File: config.mk
export PLATFORM = sky130hd
export DESIGN_NAME = mem_port_arbiter_flat
export DESIGN_NICKNAME = d
export VERILOG_FILES = /design/src/rtl/mem_port_arbiter_if.sv /design/src/rtl/mem_port_arbiter.sv /design/src/flat_wrapper.sv
export SDC_FILE = /design/constraint.sdc
export NUM_CORES = 1
export LEC_CHECK = 0
export BUFFER_PORTS_ARGS = -buffer_cell sky130_fd_sc_hd__buf_2
export CORE_AREA = 2 2 106 108
export DETAILED_ROUTE_END_ITERATION = 8
export DIE_AREA = 0 0 108 110
export MAX_ROUTING_LAYER = met4
export PLACE_DENSITY = 0.58
export SYNTH_ARGS = -nofsm -noshare
export SYNTH_HDL_FRONTEND = slang
export SYNTH_SLANG_ARGS = --single-unit
File: constraint.sdc
create_clock -name clk -period 2.72 [get_ports clk]
set_input_delay 0.136 -clock clk [delete_from_list [all_inputs] [get_ports clk]]
set_output_delay 0.136 -clock clk [all_outputs]
set_load 0.05 [all_outputs]
File: src/rtl/mem_port_arbiter_if.sv
// Bus bundle between the core's fetch/data requesters, the arbiter and the
// single-ported backing memory.
interface mem_port_arbiter_if #(
    parameter int ADDR_W = 32
);
    logic              en;
    logic              i_req;
    logic [ADDR_W-1:0] i_addr;
    logic              i_gnt;
    logic              i_rvalid;
    logic [31:0]       i_rdata;
    logic              d_req;
    logic              d_we;
    logic [ADDR_W-1:0] d_addr;
    logic [31:0]       d_wdata;
    logic [3:0]        d_wstrb;
    logic              d_gnt;
    logic              d_rvalid;
    logic [31:0]       d_rdata;
    logic              m_req;
    logic              m_we;
    logic [ADDR_W-1:0] m_addr;
    logic [31:0]       m_wdata;
    logic [3:0]        m_wstrb;
    logic [31:0]       m_rdata;

    modport slave (
        input  en, i_req, i_addr, d_req, d_we, d_addr, d_wdata, d_wstrb, m_rdata,
        output i_gnt, i_rvalid, i_rdata, d_gnt, d_rvalid, d_rdata,
               m_req, m_we, m_addr, m_wdata, m_wstrb
    );

    modport master (
        output en, i_req, i_addr, d_req, d_we, d_addr, d_wdata, d_wstrb, m_rdata,
        input  i_gnt, i_rvalid, i_rdata, d_gnt, d_rvalid, d_rdata,
               m_req, m_we, m_addr, m_wdata, m_wstrb
    );
endinterface

File: src/rtl/mem_port_arbiter.sv
// Shares one single-ported memory between fetch and data requesters; data wins
// by default, a starvation counter bounds how long fetch is held off.
module mem_port_arbiter #(
    parameter int ADDR_W     = 32,
    parameter int MEM_LAT    = 1,
    parameter int STARVE_MAX = 4
) (
    input logic                clk,
    input logic                rst,
    mem_port_arbiter_if.slave  bus
);
    localparam int              SC_W   = $clog2(STARVE_MAX + 1);
    localparam logic [SC_W-1:0] SC_MAX = SC_W'(STARVE_MAX);
    localparam logic [SC_W-1:0] SC_ONE = SC_W'(1'b1);

    logic [SC_W-1:0]    sc_r;
    logic [MEM_LAT-1:0] tag_valid_r;
    logic [MEM_LAT-1:0] tag_src_d_r;
    logic               i_gnt_s;
    logic               d_gnt_s;
    logic               rd_push_s;

    // Grant selection: data first unless fetch has waited STARVE_MAX data grants.
    always_comb begin
        i_gnt_s = 1'b0;
        d_gnt_s = 1'b0;
        if (rst || !bus.en) begin
            i_gnt_s = 1'b0;
            d_gnt_s = 1'b0;
        end else if (bus.i_req && bus.d_req) begin
            if (sc_r == SC_MAX) begin
                i_gnt_s = 1'b1;
            end else begin
                d_gnt_s = 1'b1;
            end
        end else if (bus.i_req) begin
            i_gnt_s = 1'b1;
        end else if (bus.d_req) begin
            d_gnt_s = 1'b1;
        end else begin
            i_gnt_s = 1'b0;
            d_gnt_s = 1'b0;
        end
    end

    assign rd_push_s = i_gnt_s | (d_gnt_s & ~bus.d_we);
    assign bus.i_gnt = i_gnt_s;
    assign bus.d_gnt = d_gnt_s;

    // Starvation counter: consecutive data grants while fetch is waiting.
    always_ff @(posedge clk) begin
        if (rst) begin
            sc_r <= {SC_W{1'b0}};
        end else if (i_gnt_s || !bus.i_req) begin
            sc_r <= {SC_W{1'b0}};
        end else if (d_gnt_s) begin
            sc_r <= sc_r + SC_ONE;
        end else begin
            sc_r <= sc_r;
        end
    end

    // Memory command mux; idle cycles drive all zeros.
    always_comb begin
        bus.m_req   = 1'b0;
        bus.m_we    = 1'b0;
        bus.m_addr  = {ADDR_W{1'b0}};
        bus.m_wdata = 32'h0000_0000;
        bus.m_wstrb = 4'b0000;
        if (i_gnt_s) begin
            bus.m_req  = 1'b1;
            bus.m_addr = bus.i_addr;
        end else if (d_gnt_s) begin
            bus.m_req   = 1'b1;
            bus.m_we    = bus.d_we;
            bus.m_addr  = bus.d_addr;
            bus.m_wdata = bus.d_wdata;
            bus.m_wstrb = bus.d_wstrb;
        end else begin
            bus.m_req = 1'b0;
        end
    end

    // Tag pipeline keeps running with en low so in-flight reads still drain.
    always_ff @(posedge clk) begin
        if (rst) begin
            tag_valid_r <= {MEM_LAT{1'b0}};
            tag_src_d_r <= {MEM_LAT{1'b0}};
        end else begin
            tag_valid_r[0] <= rd_push_s;
            tag_src_d_r[0] <= d_gnt_s;
            for (int k = 1; k < MEM_LAT; k++) begin
                tag_valid_r[k] <= tag_valid_r[k-1];
                tag_src_d_r[k] <= tag_src_d_r[k-1];
            end
        end
    end

    assign bus.i_rvalid = tag_valid_r[MEM_LAT-1] & ~tag_src_d_r[MEM_LAT-1];
    assign bus.d_rvalid = tag_valid_r[MEM_LAT-1] &  tag_src_d_r[MEM_LAT-1];
    assign bus.i_rdata  = bus.m_rdata;
    assign bus.d_rdata  = bus.m_rdata;
endmodule

File: src/flat_wrapper.sv
// flat-port wrapper written by rule: the top's interface ports become plain ports
module mem_port_arbiter_flat 
#(
    parameter int ADDR_W     = 32,
    parameter int MEM_LAT    = 1,
    parameter int STARVE_MAX = 4
)
  (clk, rst, bus_en, bus_i_req, bus_i_addr, bus_d_req, bus_d_we, bus_d_addr, bus_d_wdata, bus_d_wstrb, bus_m_rdata, bus_i_gnt, bus_i_rvalid, bus_i_rdata, bus_d_gnt, bus_d_rvalid, bus_d_rdata, bus_m_req, bus_m_we, bus_m_addr, bus_m_wdata, bus_m_wstrb);
  mem_port_arbiter_if #(.ADDR_W(ADDR_W)) bus_i ();
  input logic clk;
  input logic rst;
  input wire logic [$bits(bus_i.en)-1:0] bus_en;
  input wire logic [$bits(bus_i.i_req)-1:0] bus_i_req;
  input wire logic [$bits(bus_i.i_addr)-1:0] bus_i_addr;
  input wire logic [$bits(bus_i.d_req)-1:0] bus_d_req;
  input wire logic [$bits(bus_i.d_we)-1:0] bus_d_we;
  input wire logic [$bits(bus_i.d_addr)-1:0] bus_d_addr;
  input wire logic [$bits(bus_i.d_wdata)-1:0] bus_d_wdata;
  input wire logic [$bits(bus_i.d_wstrb)-1:0] bus_d_wstrb;
  input wire logic [$bits(bus_i.m_rdata)-1:0] bus_m_rdata;
  output wire logic [$bits(bus_i.i_gnt)-1:0] bus_i_gnt;
  output wire logic [$bits(bus_i.i_rvalid)-1:0] bus_i_rvalid;
  output wire logic [$bits(bus_i.i_rdata)-1:0] bus_i_rdata;
  output wire logic [$bits(bus_i.d_gnt)-1:0] bus_d_gnt;
  output wire logic [$bits(bus_i.d_rvalid)-1:0] bus_d_rvalid;
  output wire logic [$bits(bus_i.d_rdata)-1:0] bus_d_rdata;
  output wire logic [$bits(bus_i.m_req)-1:0] bus_m_req;
  output wire logic [$bits(bus_i.m_we)-1:0] bus_m_we;
  output wire logic [$bits(bus_i.m_addr)-1:0] bus_m_addr;
  output wire logic [$bits(bus_i.m_wdata)-1:0] bus_m_wdata;
  output wire logic [$bits(bus_i.m_wstrb)-1:0] bus_m_wstrb;
  assign bus_i.en = bus_en;
  assign bus_i.i_req = bus_i_req;
  assign bus_i.i_addr = bus_i_addr;
  assign bus_i.d_req = bus_d_req;
  assign bus_i.d_we = bus_d_we;
  assign bus_i.d_addr = bus_d_addr;
  assign bus_i.d_wdata = bus_d_wdata;
  assign bus_i.d_wstrb = bus_d_wstrb;
  assign bus_i.m_rdata = bus_m_rdata;
  assign bus_i_gnt = bus_i.i_gnt;
  assign bus_i_rvalid = bus_i.i_rvalid;
  assign bus_i_rdata = bus_i.i_rdata;
  assign bus_d_gnt = bus_i.d_gnt;
  assign bus_d_rvalid = bus_i.d_rvalid;
  assign bus_d_rdata = bus_i.d_rdata;
  assign bus_m_req = bus_i.m_req;
  assign bus_m_we = bus_i.m_we;
  assign bus_m_addr = bus_i.m_addr;
  assign bus_m_wdata = bus_i.m_wdata;
  assign bus_m_wstrb = bus_i.m_wstrb;
  mem_port_arbiter #(.ADDR_W(ADDR_W), .MEM_LAT(MEM_LAT), .STARVE_MAX(STARVE_MAX)) u_core (.clk(clk), .rst(rst), .bus(bus_i));
endmodule
# --- After elaboration in Yosys (flattened, before gate mapping) ---
# Index checks and enable logic that the tools add are counted.
totals:
  inputBits: 138
  elab_cells: 36
  reg_bits: 5
op_classes:
  n_bitwise: 6
  reduce_logical: 6
  n_mux: 19
  n_eq_ne: 1
  add_sub_neg: 1
ops:
  columns: ["cell", "n"]
  rows:
  - ["32-bit 2-to-1 mux", 4]
  - ["1-bit 2-to-1 mux", 13]
  - ["4-bit 2-to-1 mux", 2]
  - ["3-bit by 1-bit adder with 3-bit output, second input constant", 1]
  - ["1-bit AND", 3]
  - ["3-bit equality test, second input constant", 1]
  - ["1-bit logical NOT", 2]
  - ["1-bit logical OR", 2]
  - ["1-bit NOT", 2]
  - ["2-bit OR reduction", 1]
  - ["1-bit logical AND", 1]
  - ["1-bit OR", 1]

# --- Longest topological paths before layout ---
# Gate-level depths: netlist (run 1).
logic_depth:
  ltp_word: 6
  ltp_mapped: 7
  mapped_depth_nobuf: 5

# --- Worst setup path after synthesis (run 1) ---
# OpenSTA, ideal clock, no wires.
synth_timing:
  kind: "reg-to-output"
  from: "register u_core.sc_r[0]"
  to: "output port bus_m_addr[22]"
  slack_ns: 0.890
  arrival_ns: 1.694
  t_required_ns: 2.584
  stages_incl_launch_ff: 8
  path_buffers: 2
  cell_sequence: "dfxtp_1 > inv_1 > ha_1 > and3_1 > buf_6 > nor2_8 > buf_8 > a22o_1"
synth_between:
  elab_chain_cells: 6
  elab_cells_between_ends: 9
  cone_classes: "eq/ne (1); mux (8)"
synth_rtl:
  columns: ["element", "line_no", "text"]
  rows:
  - ["start, declared", "mem_port_arbiter.sv:16", "logic [SC_W-1:0] sc_r;"]
  - ["start signal, assigned", "mem_port_arbiter.sv:53", "sc_r <= {SC_W{1'b0}};"]
  - ["start signal, assigned", "mem_port_arbiter.sv:55", "sc_r <= {SC_W{1'b0}};"]
  - ["start signal, assigned", "mem_port_arbiter.sv:57", "sc_r <= sc_r + SC_ONE;"]
  - ["3-bit equality test", "mem_port_arbiter.sv:31", "if (sc_r == SC_MAX) begin"]
  - ["1-bit 2-to-1 mux", "mem_port_arbiter.sv:31", null]
  - ["1-bit 2-to-1 mux", "mem_port_arbiter.sv:30", "end else if (bus.i_req && bus.d_req) begin"]
  - ["1-bit 2-to-1 mux", "mem_port_arbiter.sv:27", "if (rst || !bus.en) begin"]
  - ["net bus_d_gnt", "flat_wrapper.sv:24", "output wire logic [$bits(bus_i.d_gnt)-1:0] bus_d_gnt;"]
  - ["32-bit 2-to-1 mux", "mem_port_arbiter.sv:73", "end else if (d_gnt_s) begin"]
  - ["32-bit 2-to-1 mux", "mem_port_arbiter.sv:70", "if (i_gnt_s) begin"]
  - ["end, declared", "flat_wrapper.sv:29", "output wire logic [$bits(bus_i.m_addr)-1:0] bus_m_addr;"]
# The timed path passes the listed nets, and every way through them passes these cells.

# --- Worst setup path in the final report (run 1) ---
layout_timing:
  from: "register u_core.sc_r[0]"
  to: "output port bus_m_addr[3]"
layout_between:
  elab_chain_cells: 6
  elab_cells_between_ends: 9
  cone_classes: "eq/ne (1); mux (8)"
layout_rtl:
  columns: ["element", "line_no"]
  rows:
  - ["3-bit equality test *", "mem_port_arbiter.sv:31"]
  - ["1-bit 2-to-1 mux", "mem_port_arbiter.sv:31"]
  - ["1-bit 2-to-1 mux", "mem_port_arbiter.sv:30"]
  - ["1-bit 2-to-1 mux", "mem_port_arbiter.sv:27"]
  - ["32-bit 2-to-1 mux", "mem_port_arbiter.sv:73"]
  - ["32-bit 2-to-1 mux *", "mem_port_arbiter.sv:70"]
# Every way passes the cells marked *; elsewhere a longest branch is shown, timed or not.

==> results of run 1 <==
## state kept, by name, summed over array words and instances (netlist names)
name,count
u_core.sc_r,3
u_core.tag_valid_r,1
u_core.tag_src_d_r,1
## layer usage
metal | up-vias | wire (um) | global-route usage
met5 | - | 0 | -
met1 | 744 | 1830 | 0.0683
met4 | 0 | 118 | 0.0311
li1 | 802 | - | -
met3 | 16 | 622 | 0.0153
met2 | 137 | 2570 | 0.129
## synth_stat cells
cell / number / area [um2]
a21boi_2: 1 / 11.3
nand4b_1: 1 / 8.76
clkbuf_1: 5 / 18.8
or2_2: 1 / 6.26
nor2_1: 1 / 3.75
nand3b_4: 1 / 20.0
buf_6: 4 / 45.0
nand3_1: 3 / 15.0
dfxtp_1: 5 / 100
o21ai_0: 4 / 20.0
o22ai_1: 1 / 6.26
a22o_2: 3 / 30.0
nor2_8: 1 / 20.0
inv_1: 2 / 7.51
nor2_4: 1 / 11.3
buf_4: 65 / 488
and3_1: 38 / 238
buf_2: 2 / 10.0
a22o_1: 29 / 254
and3b_1: 1 / 8.76
nand3b_1: 1 / 7.51
a21oi_1: 3 / 15.0
and2_1: 1 / 6.26
buf_8: 3 / 45.0
o32ai_1: 1 / 8.76
ha_1: 2 / 25.0
nor2b_1: 2 / 12.5
## final timing paths
kind                                            to           start  cells after the start  slack (ns)
worst max-delay path                 bus_m_addr[3]  u_core.sc_r[0]                      6        0.49
worst min-delay path            u_core.tag_valid_r        bus_d_we                      2        0.14
worst max register to register      u_core.sc_r[1]  u_core.sc_r[0]                      6        1.00
worst min register to register      u_core.sc_r[0]  u_core.sc_r[0]                      2        0.52
## power by group through the flow
stage / Combinational (mW) / Clock [mW] / Sequential, mW
after floorplan: 0.447 / 0 / 0.0771
after global placement: 0.300 / 0 / 0.0772
after detailed placement: 0.303 / 0 / 0.0773
after CTS: 0.303 / 0.138 / 0.0762
after global routing: 0.320 / 0.144 / 0.0764
final: 0.302 / 0.134 / 0.0762
## logic make-up after synthesis
logic type,count (synthesis),share of synthesized area
simple gates,52,0.248
compound gates,42,0.239
fa+ha+maj,2,0.0173
flops,5,0.0694
buf+inv,81,0.426
## stage by stage
stage,util,std cells,power [mW],instance area [um2]
final,0.185,428,0.512,1980
after floorplan,-,182,0.524,1440
after detailed placement,0.181,424,0.380,1930
after global routing,0.185,428,0.540,1980
after global placement,0.181,424,0.377,1930
after CTS,0.185,428,0.518,1980
## cell type report
class                   instances  area share
clock buffers                   4      0.0228
well taps                     140      0.0885
inverters                       2     0.00379
repair buffers                181       0.466
flip-flops and latches          5      0.0506
multi-input cells              96       0.368
## critical path: cells and delay by family (launching register included)
kind | cells | cell delay (ns)
adders and majority gates | 1 | 0.24
DFF | 1 | 0.35
and+or+nand+nor | 2 | 0.70
AOI/OAI and AO/OA | 1 | 0.24
buffers and inverters | 2 | 0.34
==> summary.md, run 1 <==
| Metric | Value |
|---|---|
| Die area | 11,900 um2 |
| Vias in the first global route | 1,424 |
| Final hold viol count | 0 |
| Setup CP Type | flip-flop to primary output |
| Register area share after synthesis | 0.0694 |
| Max cap viols | 0 |
| Status | complete, no violations |
| Layout cells sized above 1 | 0.667 |
| Worst path max stage delay | 0.41 ns |
| Post-synthesis cell count | 182 |
| Hold Path Class | input pin to flip-flop |
| CP required | 2.58 ns |
| YS warnings | 0 |
| Final min period | between 2 and 2.5 ns |
| Min Hold Slack | 0.144 ns |
| H-tree Lvls | 1 |
| CTS tree | yes |
| Final WL | 5140 um |
| CTS buffer count | 3 |
| Worst setup margin | 0.487 ns |
| Skew-Pair Late Insertion Delay | between 0.2 and 0.25 ns |
| Detailed-route via count | 1,699 |
| # Post-CTS Setup Buffers | 0 |
| N_diodes | 0 |
| CP Max Fanout | 33 |
| WL/cell | between 10 and 15 um |
| Register area | 100 um2 |
| Clock Sinks | 5 |
| F_max | 0.448 GHz |
| Syn avg cell area | around 7.9 um2 |
| Flop pwr share | 0.149 |
| Clk buf depth | 2 |
| Cell-internal power | 0.281 mW |
| TNS Setup | 0 ns |
| Row cnt | 38 |
| Starting Density | 0.135 |
| Fin crit share | 0.821 |
| Startpoint types | flip-flop |
| Width of the die | 108 um |
| Routed Antenna Nets | 0 |
| Combinational cell fraction of total power | 0.590 |
| CTS resizes | 0 |
| Nets | 429 |
| Worst-case clock skew | around 0.0027 ns |
| GP Congestion | 0.750 |
| Initial antenna violation count | 0 |
| Cell with the largest stage delay on the worst path | nor2_8 |
| GR Overflow Total | 0 |
| # hold bufs at CTS | 0 |
| Net Switching | 0.231 mW |
| Crit path capture type | primary output |
| Root buf cell | clkbuf_8 |
| Core area | 10,700 um2 |
| First-pass GRT wire length | roughly 6200 um |
| Synth Register Bits | 5 |
| Mapped cell area | 1440 um2 |
| Die height | 110 um |
| Final-report max-slew violation count | 0 |
| Worst slew pin tran | roughly 0.74 ns |
| Multi-input logic area | 728 um2 |
| Net Sw Frac | 0.451 |
| Lkg Pwr | 1.30 nW |
| Most frequent cells in the layout | 179 x buf_2, 38 x and3_1, 29 x a22o_1 |
| DRC Markers | 0 |
| Most common cell after layout, fill and taps aside | buf_2 |
| Setup repair after global routing missed its margin | false |
| Port Buffers | ~180 |
| Tot GR Track Use | 0.0690 |
| Area delta synth->final | 37.2% |
| Mapped Nets | 322 |
| Vias per cell | 3.97 |
| Pwr dens | between 200 and 300 nW/um2 |
| Setup WS pre-CTS | 0.695 ns |
| First drt pass iteration count | 4 |
| Clock share of power | 0.261 |
| Setup Viol. Count Final | 0 |
| Hpwl dp | 4350 um |
| Rel. slew slack | 0.507 |
| Crit path cell chain | inv_1 -> ha_1 -> and3_1 -> nor2_8 -> a22o_1 -> buf_2 |
| Cell variety after synth | 27 |
| CP arrival | 2.10 ns |
| Fill cell count | 1,193 |
| Max IR drop VDD | 115 uV |
| Clock slew at reported path FFs | 0.03 ns |
| Initial DRC count | 54 |
| Largest net degree at the start of global routing | 34 |
| I/O pin total | between 200 and 300 |
No activity file was read; power rests on OpenSTA's default activity.
==> inputs of run 2 (changes only) <==
--- a/config.mk
+++ b/config.mk
@@ -5,12 +5,13 @@
 export SDC_FILE = /design/constraint.sdc
 export NUM_CORES = 1
 export LEC_CHECK = 0
+export ABC_AREA = 1
 export BUFFER_PORTS_ARGS = -buffer_cell sky130_fd_sc_hd__buf_2
 export CORE_AREA = 2 2 106 108
 export DETAILED_ROUTE_END_ITERATION = 8
 export DIE_AREA = 0 0 108 110
 export MAX_ROUTING_LAYER = met4
-export PLACE_DENSITY = 0.58
+export PLACE_DENSITY = 0.6
 export SYNTH_ARGS = -nofsm -noshare
 export SYNTH_HDL_FRONTEND = slang
 export SYNTH_SLANG_ARGS = --single-unit
==> constraint.sdc (replaced) <==
create_clock -name clk -period 2 [get_ports clk]
set_input_delay 0.1 -clock clk [delete_from_list [all_inputs] [get_ports clk]]
set_output_delay 0.1 -clock clk [all_outputs]
set_load 0.05 [all_outputs]
==> run 2 against run 1 <==
  * Synthesized cell count rose by 57%
  * Sequential cell count did not move
  * Combinational power rose by 39%
==> summary.md, run 2 <==
| Metric | Value |
|---|---|
| Lkg Pwr | 1.55 nW (+20%) |
| Routed Antenna Nets | 0 (unchanged) |
| Layout cells sized above 1 | 0.481 (-0.185) |
| Mapped Nets | 426 (+32%) |
| Asr flop ratio synth | 0 (unchanged) |
| Mapped cell area | 1490 um2 (+3.0%) |
| Initial antenna violation count | 1 (+1) |
| Max cap viols | 0 (unchanged) |
| Skew-Pair Late Insertion Delay | 0.22 ns (about the same) |
| Vias per cell | 3.44 (-13%) |
| Worst-case clock skew | 0.0000780 ns (-0.00259 ns) |
| Final hold viol count | 0 (unchanged) |
| Clk buf depth | 2 (unchanged) |
| Final-report max-slew violation count | 0 (unchanged) |
| WL/cell | 9.37 um (-22%) |
| F_max | 0.537 GHz |
| CP Max Fanout | 17 (-48%) |
| Largest register FFs | 3 (unchanged) |
| YS warnings | 0 (unchanged) |
| Largest regs | u_core.sc_r (3), u_core.tag_src_d_r (1), u_core.tag_valid_r (1) |
| # hold bufs at CTS | 0 (unchanged) |
| CP required | 1.90 ns (-0.68 ns) |
| Top cells by count, synth | 107 x nand2_1, 70 x buf_4, 46 x inv_1 |
| Most frequent cells in the layout | 174 x buf_2, 107 x nand2_1, 46 x inv_1 |
| Final WL | 5060 um (-1.5%) |
| Tot GR Track Use | 0.0724 (+0.00345) |
| DRC Markers | 0 (unchanged) |
| Crit path capture type | primary output |
| GR Overflow Total | 0 (unchanged) |
| CP arrival | 1.76 ns (-0.34 ns) |
| TNS Setup | 0 ns (unchanged) |
| Top-count cell post-synth | nand2_1 |
| Pwr dens | 333 nW/um2 (+29%) |
| Min Hold Slack | 0.0909 ns (-0.0534 ns) |
| Startpoint types | flip-flop |
| Synth Register Bits | 5 (unchanged) |
| I/O pin total | 276 (unchanged) |
| Clock slew at reported path FFs | 0.04 ns (about the same) |
| Width of the die | 108 um (unchanged) |
| # Post-CTS Setup Buffers | 0 (unchanged) |
| Row cnt | 38 (unchanged) |
| Detailed-route via count | 1,856 (+9.2%) |
| Clock Sinks | 5 (unchanged) |
| Cell variety after synth | 15 (-44%) |
| Post-synth EDFFs | 0 (unchanged) |
| Setup Viol. Count Final | 0 (unchanged) |
| Core area | 10,700 um2 (unchanged) |
| Post-synth top area cell | buf_4 |
| Post-synth top flop | dfxtp_1 |
| Largest net degree at the start of global routing | 44 (+29%) |
| Total Power | 0.709 mW (+38%) |
| Top post-synthesis cells by area | buf_4 35%, nand2_1 27%, inv_1 12%, nor2_1 9.8%, dfxtp_1 6.7% |
| Setup repair after global routing missed its margin | false |
| Top cell type's share of synthesized area | 0.354 (+0.0153) |
| Setup WS pre-CTS | 0.318 ns (-0.377 ns) |
| CTS buffer count | 3 (unchanged) |
| Hold Path Class | input pin to flip-flop |
| Port Buffers | 179 (unchanged) |
| Root buf cell | clkbuf_8 |
| Max IR drop VDD | 186 uV (+62%) |
| Hpwl dp | 4260 um (-2.0%) |
| Die height | 110 um (unchanged) |
| Vias in the first global route | 1,500 (+5.3%) |
| GP Congestion | 0.708 (-5.7%) |
| Initial DRC count | 35 (-35%) |
| Status | complete, no violations |
| Worst setup margin | 0.138 ns (-0.349 ns) |
| Most common cell after layout, fill and taps aside | buf_2 |
| Starting Density | 0.139 (+0.00409) |
| Area delta synth->final | 43.1% |
| Die area | 11,900 um2 (unchanged) |
| Largest reg by FF count | u_core.sc_r |
| Worst slew pin tran | 0.260 ns (-0.477 ns) |
| Post-synthesis cell count | 286 (+57%) |
| Setup CP Type | flip-flop to primary output |
| First-pass GRT wire length | 6590 um (+6.8%) |
| Rel. slew slack | 0.828 (+0.321) |
| Final min period | 1.86 ns |
| Nets | 540 (+26%) |
| Syn avg cell area | 5.20 um2 (-34%) |
| Fin crit share | 0.931 |
| Register area share after synthesis | 0.0673 (-0.00204) |
| H-tree Lvls | 1 (unchanged) |
| CTS tree | yes |
| First drt pass iteration count | 4 (unchanged) |
==> run 2: final cells by class <==
class                           instances  area (um2)
Fill cell                            1247        8570
Timing Repair Buffer                  183         963
Multi-Input combinational cell        159         661
Inverter                               48         180
Tap cell                              140         175
Sequential cell                         5         100
Clock buffer                            4        45.0
Antenna cell                            1        2.50
==> run 2: cell families after synthesis <==
family / count (synthesis) / synth area share
AOI/OAI and AO/OA: 3 / 0.0101
adders and majority gates: 2 / 0.0168
buffers and inverters: 122 / 0.488
DFF: 5 / 0.0673
and+or+nand+nor: 154 / 0.418
==> run 2: path summary, 6_finish.rpt <==
path                                startpoint                 end  slack (ns)  cells after the start
worst max register to register  u_core.sc_r[0]      u_core.sc_r[0]        0.70                      8
worst max-delay path            u_core.sc_r[0]      bus_m_addr[12]        0.14                     10
worst min-delay path                  bus_d_we  u_core.tag_valid_r        0.09                      2
worst min register to register  u_core.sc_r[1]      u_core.sc_r[1]        0.48                      2
==> run 2: timing repair <==
| item | in CTS | in global routing |
|---|---|---|
| resized for setup | 0 | 5 |
| setup endpoints to repair | 0 | 5 |
| hold endpoints to repair | 0 | 0 |
==> run 2: metrics by stage <==
stage               utilization  instances  instance area, um2
finish                    0.199        540                2130
global route              0.199        540                2130
CTS                       0.197        539                2110
detailed placement        0.193        535                2070
global placement          0.193        535                2070
floorplan                     -        286                1490
==> run 2: metal layers <==
metal,track usage,part of all wire,vias to the layer above
li1,-,-,979
met1,0.0726,0.37,714
met2,0.125,0.46,141
met3,0.0317,0.14,22
met4,0.0284,0.033,0
met5,-,0,-
==> run 2: worst max-delay path: stages (launching register included) <==
cell	delay, ns
dfxtp_1	0.31
inv_1	0.08
ha_1	0.18
nand2_1	0.06
nand2_1	0.07
nand3_2	0.13
inv_2	0.09
buf_4	0.21
nand2_1	0.07
nand2_1	0.09
buf_2	0.26
==> run 2: power by group <==
part / internal (mW) / total [mW] / switching (mW)
clock network: 0.137 / 0.186 / 0.0489
logic: 0.137 / 0.419 / 0.282
registers: 0.103 / 0.104 / 0.00116
total: 0.376 / 0.709 / 0.333
==> inputs of run 3 (changes only) <==
--- a/config.mk
+++ b/config.mk
@@ -10,6 +10,7 @@
 export CORE_AREA = 2 2 106 108
 export DETAILED_ROUTE_END_ITERATION = 8
 export DIE_AREA = 0 0 108 110
+export GPL_TIMING_DRIVEN = 0
 export MAX_ROUTING_LAYER = met4
 export PLACE_DENSITY = 0.6
 export SYNTH_ARGS = -nofsm -noshare
==> run 3 against run 2 <==
  * Die area unchanged
  * Highest routed layer unchanged
  * Total power increased by 58%
  * Clock skew increased by 0.0038 ns
  * Sequential share of layout area decreased by 1.4 points
  * Critical endpoint is now bus_m_addr[28]
  * Count of clock-buffer cells in the layout unchanged
  * Core utilization increased by 8.2 points
  * Combinational power increased by 99%
  * First-iteration DRC count increased by 110%
  * Register-to-register slack about the same
  * Cell area increased by 41%
==> summary.md, run 3 (synthesis gave the netlist of run 2 again) <==
| Metric | Value |
|---|---|
| Status | complete, no violations |
| Row cnt | 38 (unchanged) |
| Port Buffers | 243 (+36%) |
| Post-Place Cells | 669 (+25%) |
| Vias in the first global route | 1,943 (+30%) |
| Width of the die | 108 um (unchanged) |
| Hpwl dp | 5570 um (+31%) |
| Setup repair after global routing missed its margin | false |
| Grt peak-use layer | met2 |
| GR Overflow Total | 0 (unchanged) |
| GP Congestion | 0.737 (+4.2%) |
| Starting Density | 0.139 (unchanged) |
| Clock slew at reported path FFs | 0.04 ns (about the same) |
| Die height | 110 um (unchanged) |
| Final hold viol count | 0 (unchanged) |
| First-pass GRT wire length | 8200 um (+24%) |
| Pwr dens | 373 nW/um2 (+12%) |
| CP required | 1.90 ns (about the same) |
| Most common cell after layout, fill and taps aside | buf_2 |
| Non-Filler Instances | 674 (+25%) |
| Startpoint types | flip-flop |
| Initial DRC count | 72 (+110%) |
| Final min period | 1.88 ns (+0.0156 ns) |
| Max IR drop VDD | 171 uV (-8.5%) |
| Vias per cell | 3.43 (-0.11%) |
| CP Max Fanout | 10 (-7) |
| Die area | 11,900 um2 (unchanged) |
| F_max | 0.533 GHz (-0.83%) |
| Largest net degree at the start of global routing | 11 (-75%) |
| First drt pass iteration count | 4 (unchanged) |
| CTS buffer count | 3 (unchanged) |
| # hold bufs at CTS | 0 (unchanged) |
| Clock Sinks | 5 (unchanged) |
| N_diodes | 0 (-1) |
| CP arrival | 1.78 ns (+0.02 ns) |
| Routed Antenna Nets | 0 (unchanged) |
| Detailed-route via count | 2,314 (+25%) |
| Crit path capture type | primary output |
| Met2 Use GR | 0.171 (+0.0463) |
| Worst reg-to-reg path cell count | 6 (-2) |
| I/O pin total | 276 (unchanged) |
| Setup WS pre-CTS | 0.215 ns (-0.103 ns) |
| Lkg Pwr | 2.12 nW (+37%) |
| Largest regs | u_core.sc_r (3), u_core.tag_src_d_r (1), u_core.tag_valid_r (1) |
| Final-report max-slew violation count | 0 (unchanged) |
| Worst slew pin tran | 0.265 ns (+0.00438 ns) |
| Nets | 675 (+25%) |
| Setup CP Type | flip-flop to primary output |
| Root buf cell | clkbuf_8 |
| Placed cell area | 2880 um2 (+39%) |
| Largest register FFs | 3 (unchanged) |
| Setup Viol. Count Final | 0 (unchanged) |
| Max cap viols | 0 (unchanged) |
| Most frequent cells in the layout | 222 x buf_2, 107 x nand2_1, 78 x buf_4 |
| H-tree Lvls | 1 (unchanged) |
| Clk buf depth | 2 (unchanged) |
| WL/cell | 9.37 um (about the same) |
| Final core occ | 0.281 (+0.0821) |
| Hold Path Class | input pin to flip-flop |
| Final WL | 6320 um (+25%) |
| Rel. slew slack | 0.825 (-0.00290) |
| Skew-Pair Late Insertion Delay | 0.22 ns (about the same) |
| GR Util met3 | 0.0182 (-0.0135) |
| Met1 GRT Util | 0.0934 (+0.0208) |
| Tot GR Track Use | 0.0877 (+0.0153) |
| Initial antenna violation count | 0 (-1) |
| CTS tree | yes |
| Layout cells sized above 1 | 0.612 (+0.131) |
| Worst-case clock skew | 0.00390 ns (+0.00382 ns) |
| Area delta synth->final | 102% |
| Largest reg by FF count | u_core.sc_r |
| TNS Setup | 0 ns (unchanged) |
| DRC Markers | 0 (unchanged) |
| Final instance area | 3010 um2 (+41%) |
| Min-Delay Path Depth | 2 (unchanged) |
| Fin crit share | 0.939 (+0.00778) |
| Core area | 10,700 um2 (unchanged) |
| Worst setup margin | 0.122 ns (-0.0156 ns) |
run 3: changes by cell type in the layout (fill, tap and decap cells not counted):
cell,delta
inv_4,+2
nand3_4,+1
buf_12,-2
diode_2,-1
clkbuf_4,+13
nand3_2,-1
inv_2,-2
buf_4,+76
buf_2,+48
run 3: metal layers:
metal / share of wire / vias to the layer above
li1: - / 1247
met1: 0.36 / 922
met2: 0.52 / 143
met3: 0.12 / 2
met4: 0.0022 / 0
met5: 0 / -
run 3: per-stage QoR:
stage / hold WS [ns] / power (mW)
after floorplan: 0.200 / 0.706
after detailed placement: 0.328 / 0.927
after global placement: 0.325 / 0.924
after global routing: 0.124 / 1.18
final: 0.0945 / 1.12
after CTS: 0.0929 / 1.13
run 3: final timing paths:
check,from,endpoint,slack [ns]
worst max register to register,u_core.sc_r[0],u_core.tag_valid_r,0.69
worst max-delay path,u_core.sc_r[0],bus_m_addr[28],0.12
worst min register to register,u_core.sc_r[1],u_core.sc_r[1],0.48
worst min-delay path,bus_d_we,u_core.tag_valid_r,0.09
run 3: power by group:
group | switching [mW] | leakage (nW) | internal, mW | total (mW)
clock | 0.0496 | 0.0228 | 0.137 | 0.186
sequential | 0.00116 | 0.0406 | 0.103 | 0.104
combinational | 0.563 | 2.06 | 0.268 | 0.832
total | 0.614 | 2.12 | 0.508 | 1.12
run 3: critical path: stages (launching register included):
cell	delay [ns]
dfxtp_1	0.34
inv_1	0.07
ha_1	0.22
nand3_2	0.13
nand3_4	0.14
inv_4	0.12
buf_4	0.18
nand2_1	0.06
nand2_1	0.07
clkbuf_4	0.23
run 3: cell type report:
class | instances | area [um2]
clock buffers | 4 | 45.0
fillers | 1257 | 7690
flip-flops and latches | 5 | 100
multi-input cells | 159 | 668
inverters | 48 | 185
plain buffers | 74 | 546
repair buffers | 244 | 1290
well taps | 140 | 175
run 3: what timing repair did:
action                     4_1_cts  5_1_grt
resized for setup                7       21
setup buffers                    0        1
setup endpoints to repair        7       29
pin swaps                        0        1
